### src/rtl/ram8_write_if.sv
// Bus bundle for ram8_write: write data/enable/address in, read data and ready out.
interface ram8_write_if #(
  parameter int unsigned WIDTH = 16
);
  logic [WIDTH-1:0] in;
  logic             load;
  logic [2:0]       address;
  logic [WIDTH-1:0] out;
  logic             ready;

  modport master (output in, output load, output address, input out, input ready);
  modport slave  (input in, input load, input address, output out, output ready);
endinterface

### src/rtl/ram8_write.sv
// Eight-word RAM with a self-clearing start-up phase and combinational read.
// Optional macro RAM8_WRITE_BYPASS_EN forwards pending write data to out in RUN.
module ram8_write #(
  parameter int unsigned WIDTH = 16
) (
  input logic          clk,
  input logic          reset,
  ram8_write_if.slave  bus
);

  typedef enum logic {StClear, StRun} state_e;

  state_e           state;
  logic [2:0]       cnt;
  logic             ready_q;
  logic [WIDTH-1:0] mem [8];

  logic [2:0]       waddr;
  logic [WIDTH-1:0] wdata;
  logic [7:0]       we;

  // CLEAR owns the write port; bus inputs only reach storage in RUN.
  always_comb begin
    we    = '0;
    waddr = (state == StClear) ? cnt : bus.address;
    wdata = (state == StClear) ? '0 : bus.in;
    if (!reset && (state == StClear || bus.load)) begin
      we[waddr] = 1'b1;
    end
  end

  always_ff @(posedge clk) begin
    if (reset) begin
      state   <= StClear;
      cnt     <= 3'd0;
      ready_q <= 1'b0;
    end else begin
      case (state)
        StClear: begin
          cnt <= cnt + 3'd1;
          if (cnt == 3'd7) begin
            state   <= StRun;
            ready_q <= 1'b1;
          end
        end
        StRun: begin
          state   <= StRun;
          ready_q <= 1'b1;
        end
        default: begin
          state   <= StClear;
          ready_q <= 1'b0;
        end
      endcase
    end
  end

  // Storage has no reset of its own; the CLEAR sweep zeroes it.
  always_ff @(posedge clk) begin
    for (int i = 0; i < 8; i++) begin
      if (we[i]) begin
        mem[i] <= wdata;
      end
    end
  end

  always_comb begin
    bus.out = '0;
    if (state == StRun) begin
`ifdef RAM8_WRITE_BYPASS_EN
      bus.out = bus.load ? bus.in : mem[bus.address];
`else
      bus.out = mem[bus.address];
`endif
    end
  end

  assign bus.ready = ready_q;

endmodule

### src/flat_wrapper.sv
// flat-port wrapper written by rule: the top's interface ports become plain ports
module ram8_write_flat 
#(
  parameter int unsigned WIDTH = 16
)
  (clk, reset, bus_in, bus_load, bus_address, bus_out, bus_ready);
  ram8_write_if #(.WIDTH(WIDTH)) bus_i ();
  input logic clk;
  input logic reset;
  input wire logic [$bits(bus_i.in)-1:0] bus_in;
  input wire logic [$bits(bus_i.load)-1:0] bus_load;
  input wire logic [$bits(bus_i.address)-1:0] bus_address;
  output wire logic [$bits(bus_i.out)-1:0] bus_out;
  output wire logic [$bits(bus_i.ready)-1:0] bus_ready;
  assign bus_i.in = bus_in;
  assign bus_i.load = bus_load;
  assign bus_i.address = bus_address;
  assign bus_out = bus_i.out;
  assign bus_ready = bus_i.ready;
  ram8_write #(.WIDTH(WIDTH)) u_core (.clk(clk), .reset(reset), .bus(bus_i));
endmodule
### config.mk
export PLATFORM = sky130hd
export DESIGN_NAME = ram8_write_flat
export DESIGN_NICKNAME = d
export VERILOG_FILES = /design/src/rtl/ram8_write_if.sv /design/src/rtl/ram8_write.sv /design/src/flat_wrapper.sv
export SDC_FILE = /design/constraint.sdc
export NUM_CORES = 1
export LEC_CHECK = 0
export CAP_MARGIN = 40
export CORE_ASPECT_RATIO = 1.4
export CORE_MARGIN = 1.5
export CORE_UTILIZATION = 60
export DETAILED_ROUTE_END_ITERATION = 12
export PLACE_DENSITY = 0.92
export SYNTH_ARGS = -nofsm -noshare
export SYNTH_HDL_FRONTEND = slang
export SYNTH_SLANG_ARGS = --single-unit
export TNS_END_PERCENT = 5
### constraint.sdc
create_clock -name clk -period 3.6 [get_ports clk]
set_clock_uncertainty 0.1 [all_clocks]
set_input_delay 0.36 -clock clk [delete_from_list [all_inputs] [get_ports clk]]
set_output_delay 0.36 -clock clk [all_outputs]
set_load 0.1 [all_outputs]
Yosys cells after proc, flatten, opt, wreduce, memory -nomap -nowiden

Memories as Yosys holds them, arrays and structs flattened.
Cells that the tools add are included.

Input bits: 22
Bits in registers: 5
Memory bits (writable): 128
Logic and storage cells: 68
Memories: 1
Output and inout port bits: 17

Memory list:

| name       | depth | width | rd ports | clocked after Yosys merged registers in | wr ports | line             | text |
|---|---|---|---|---|---|---|---|
| u_core.mem | 8     | 16    | 1        | 0                                       | 1        | ram8_write.sv:16 | `logic [WIDTH-1:0] mem [8];` |

Bitwise logic cells: 1
Order comparisons: 2
Eq/ne operators: 2
$add $sub $neg: 1
Multiplexer cells: 47
Reductions and logical operators: 11

Operator list:

| cell                                                                         | number |
|---|---|
| 16-bit two-way mux                                                           | 9 |
| 16-bit OR reduction                                                          | 7 |
| 1-bit two-way mux                                                            | 26 |
| 3-bit two-way mux                                                            | 8 |
| 8-bit two-way mux                                                            | 1 |
| 3-bit by 4-bit less-than comparator with 1-bit output, second input constant | 1 |
| 1-bit one-hot mux with 2 select lines                                        | 2 |
| 3-bit by 1-bit adder with 3-bit output, second input constant                | 1 |
| 1-bit demux with 3-bit select                                                | 1 |
| 3-bit equality test, second input constant                                   | 1 |
| 3-bit by 1-bit >= comparator with 1-bit output, second input constant        | 1 |
| 1-bit logical AND                                                            | 2 |
| 2-bit inequality test, second input constant                                 | 1 |
| 1-bit zero test                                                              | 1 |
| 1-bit logical OR                                                             | 1 |
| 1-bit NOT                                                                    | 1 |

Longest topological paths before layout

Word-level depth: 16
Mapped depth: 5
Mapped depth without buffers: 4

Worst setup path before layout

No wires, ideal clock.

Kind: in2out
Start point: input port bus_address[2]
End point: output port bus_out[10]
Buffers on the path: 2
Arrival: 2232 ps
Setup slack: 908 ps
Stages on the path: 5
Cells stage by stage: buf_2 -> buf_2 -> mux2_2 -> o21ai_0 -> nor2_1

Word-level cells in the longest chain between the ends: 2

Ends and longest elaborated chain:

| item               | line               | text |
|---|---|---|
| from (decl)        | flat_wrapper.sv:12 | `input wire logic [$bits(bus_i.address)-1:0] bus_address;` |
| memory 8 x 16 bit  | n/a                |  |
| 16-bit two-way mux | ram8_write.sv:69   | `if (state == StRun) begin` |
| to (decl)          | flat_wrapper.sv:13 | `output wire logic [$bits(bus_i.out)-1:0] bus_out;` |

No other way between the ends.

Worst setup path in the final report

Start point: input port bus_address[1]
End point: output port bus_out[11]

Same word-level chain as after synthesis.

==> flow_summary.yaml <==
placed_design:
  dp_cells: 447
  port_buffers: 38
  gp_congestion: 0.7456
  dpl_worst_slack_ns: 0.6106
  place_area_mm2: 0.006072
  hpwlAfterDp_mm: 6.877
sta:
  fmax_mhz: 327.2
  hold_viol_final: 0
  tightest_slew_ns: 0.8775
  postLayoutSetupSlackWorst_ns: 0.5436
  finalMaxSlewViolations: 0
  report.final.setup_viol: 0
  rsz0062_at_grt: "false"
  period_share_pct: 84.90
  slew_headroom_pct: 41.42
  period_needed_ns: 3.056
  tns_ns: 0
  holdWs_ns: 0.3539
critical_path:
  path_cells: "clkdlybuf4s50_1, buf_4, nand2b_1, o21ai_0, nor2_1, buf_12"
  cp.required_ns: 3.14
  slowest_stage: "nand2b_1"
  crit_fanout: 22
  start_kind: "input pin"
  crit_path_end_kind: "primary output"
  worst-endpoint-arrival_ns: 2.60
  critical_path_class: "in2out"
  max_stage_delay_ns: 0.68
clocking:
  postCtsSetupBuffers: 0
  clkSinkCount: 133
  clk_pin_slew_ns: 0.05
  root_buffer: "clkbuf_16"
  htreeDepth: 4
  cts_made_buffers: 17
  clk_path_buf_depth: 2
  clk-insertion-delay-late_ns: 0.42
  cts_resized: 0
  holdBufCountCts: 0
  cts_tree: "built"
grt:
  grt_util_met3_pct: 8.924
  gr-usage-met1_pct: 34.48
  grt_max_degree: 28
  grt.busiest_layer: "met2"
  grt_pass1_vias: 3160
  gr-usage-met2_pct: 41.73
  grt_overflow_total: 0
  grt_first_pass_wirelength_mm: 17.51
  grt_util_all_layers_pct: 27.45
  antenna_found_initial: 0
yosys:
  synth_edf_count: 128
  synthCells: 300
  ys.flop_type: "edfxtp_1"
  synth.avg_cell_area_um2: 17.73
  yosys-top-cells-area: "edfxtp_1, mux2_2, mux4_2"
  synth_fp_nets: 324
  synth_seq_area_share_pct: 74.15
  syn_area_mm2: 0.005319
  synth_warnings: 0
  synthArstFlopShare_pct: 0
  yosys_register_bits: 133
  synth.largest_area_cell: "edfxtp_1"
  synth_top_area_share_pct: 72.27
  ys_types: 27
die:
  fp.dieW_um: 82.58
  fp.dieArea_mm2: 0.009447
  io_pins: 39
  start_util_pct: 61.79
  die_h_um: 114.4
  row_count: 40
  coreArea_mm2: 0.008608
cells_and_area:
  stdcell_count: 479
  regArea_mm2: 0.003944
  syn2layout_area_growth_pct: 25.71
  n_antenna_cell: 0
  final_cell_mix: "edfxtp_1, nor2_1, mux2_2"
  multi_input_area_mm2: 0.001272
  layout_commonest_cell: "edfxtp_1"
  n_fill_cell: 449
  fin_area_mm2: 0.006686
  finalNetCount: 385
  final_layout_size_suffix_gt1_share_pct: 30.75
  final_util_pct: 77.67
power_and_ir_drop:
  ir_drop_mv: 0.5821
  leakagePower_nw: 2.349
  power-per-cell-area_mw_per_mm2: 555.3
  p_total_mw: 3.713
drt:
  drtIter0Drc: 323
  vias_per_cell: 6.415
  firstDrtPassIters: 6
  ant_nets: 0
  wl_per_cell_um: 24.51
  route.detailed.drc: 0
  via_count: 3073
  routed_wirelength_mm: 11.74
run_status:
  outcome: "finished clean"
run:
  cap_viol_max_count: 0
hold_path:
  hp-class: "reg2reg"
-- registers in the layout (all words and copies together) (netlist names) --
| name | count |
|---|---|
| u_core.bus.ready | 1 |
| u_core.state | 1 |
| u_core.cnt | 3 |
| u_core.mem | 128 |
-- Yosys cell counts (all sizes together) (3+ instances only) --
| master | count |
|---|---|
| edfxtp | 128 |
| mux2 | 32 |
| nor2 | 32 |
| and2 | 16 |
| mux4 | 16 |
| o21ai | 16 |
| o22ai | 16 |
| buf | 12 |
| clkbuf | 5 |
| dfxtp | 5 |
| inv | 3 |
-- path summary, 6_finish.rpt --
| check | startpoint | endpoint | slack, ns | cells past startpoint |
|---|---|---|---|---|
| hold reg to reg | u_core.bus.ready | u_core.bus.ready | 0.35 | 2 |
| setup reg to reg | u_core.state | u_core.mem[0][6] | 0.92 | 5 |
| setup / recovery | bus_address[1] | bus_out[11] | 0.54 | 6 |
| hold / removal | u_core.bus.ready | u_core.bus.ready | 0.35 | 2 |
-- layout make-up --
class | count | area share (%)
well taps | 105 | 1.965
clock inverters | 14 | 2.769
repair buffers | 59 | 10.67
flip-flops and latches | 133 | 58.98
inverters | 3 | 0.1684
clock buffers | 18 | 6.418
multi-input cells | 147 | 19.03
-- kinds of logic after synthesis --
family / after synthesis / share of synthesized area (%)
flops: 133 / 74.15
simple gates: 55 / 4.893
mux: 50 / 14.00
compound gates: 39 / 4.399
buf+inv: 20 / 1.929
fa+ha+maj: 2 / 0.4704
xor+xnor: 1 / 0.1647
-- per-layer routing --
layer / vias to the layer above / routed length (um) / part of all wire [%]
met5: - / 0 / 0
met1: 1529 / 4411 / 38
met2: 207 / 5831 / 50
met4: 0 / 503 / 4.3
met3: 36 / 991 / 8.4
li1: 1301 / - / -
-- critical path: cells and delay by family --
kind | cells | cell delay (ns)
buffers and inverters | 3 | 1.02
AOI/OAI and AO/OA | 1 | 0.25
and+or+nand+nor | 2 | 0.95
-- where the power goes --
group / internal (mW) / total [mW] / switching [mW]
combinational: 0.0916 / 0.200 / 0.108
clock: 1.15 / 1.77 / 0.622
sequential: 1.72 / 1.74 / 0.0163
Note: power is estimated with default switching activity, not from simulation.
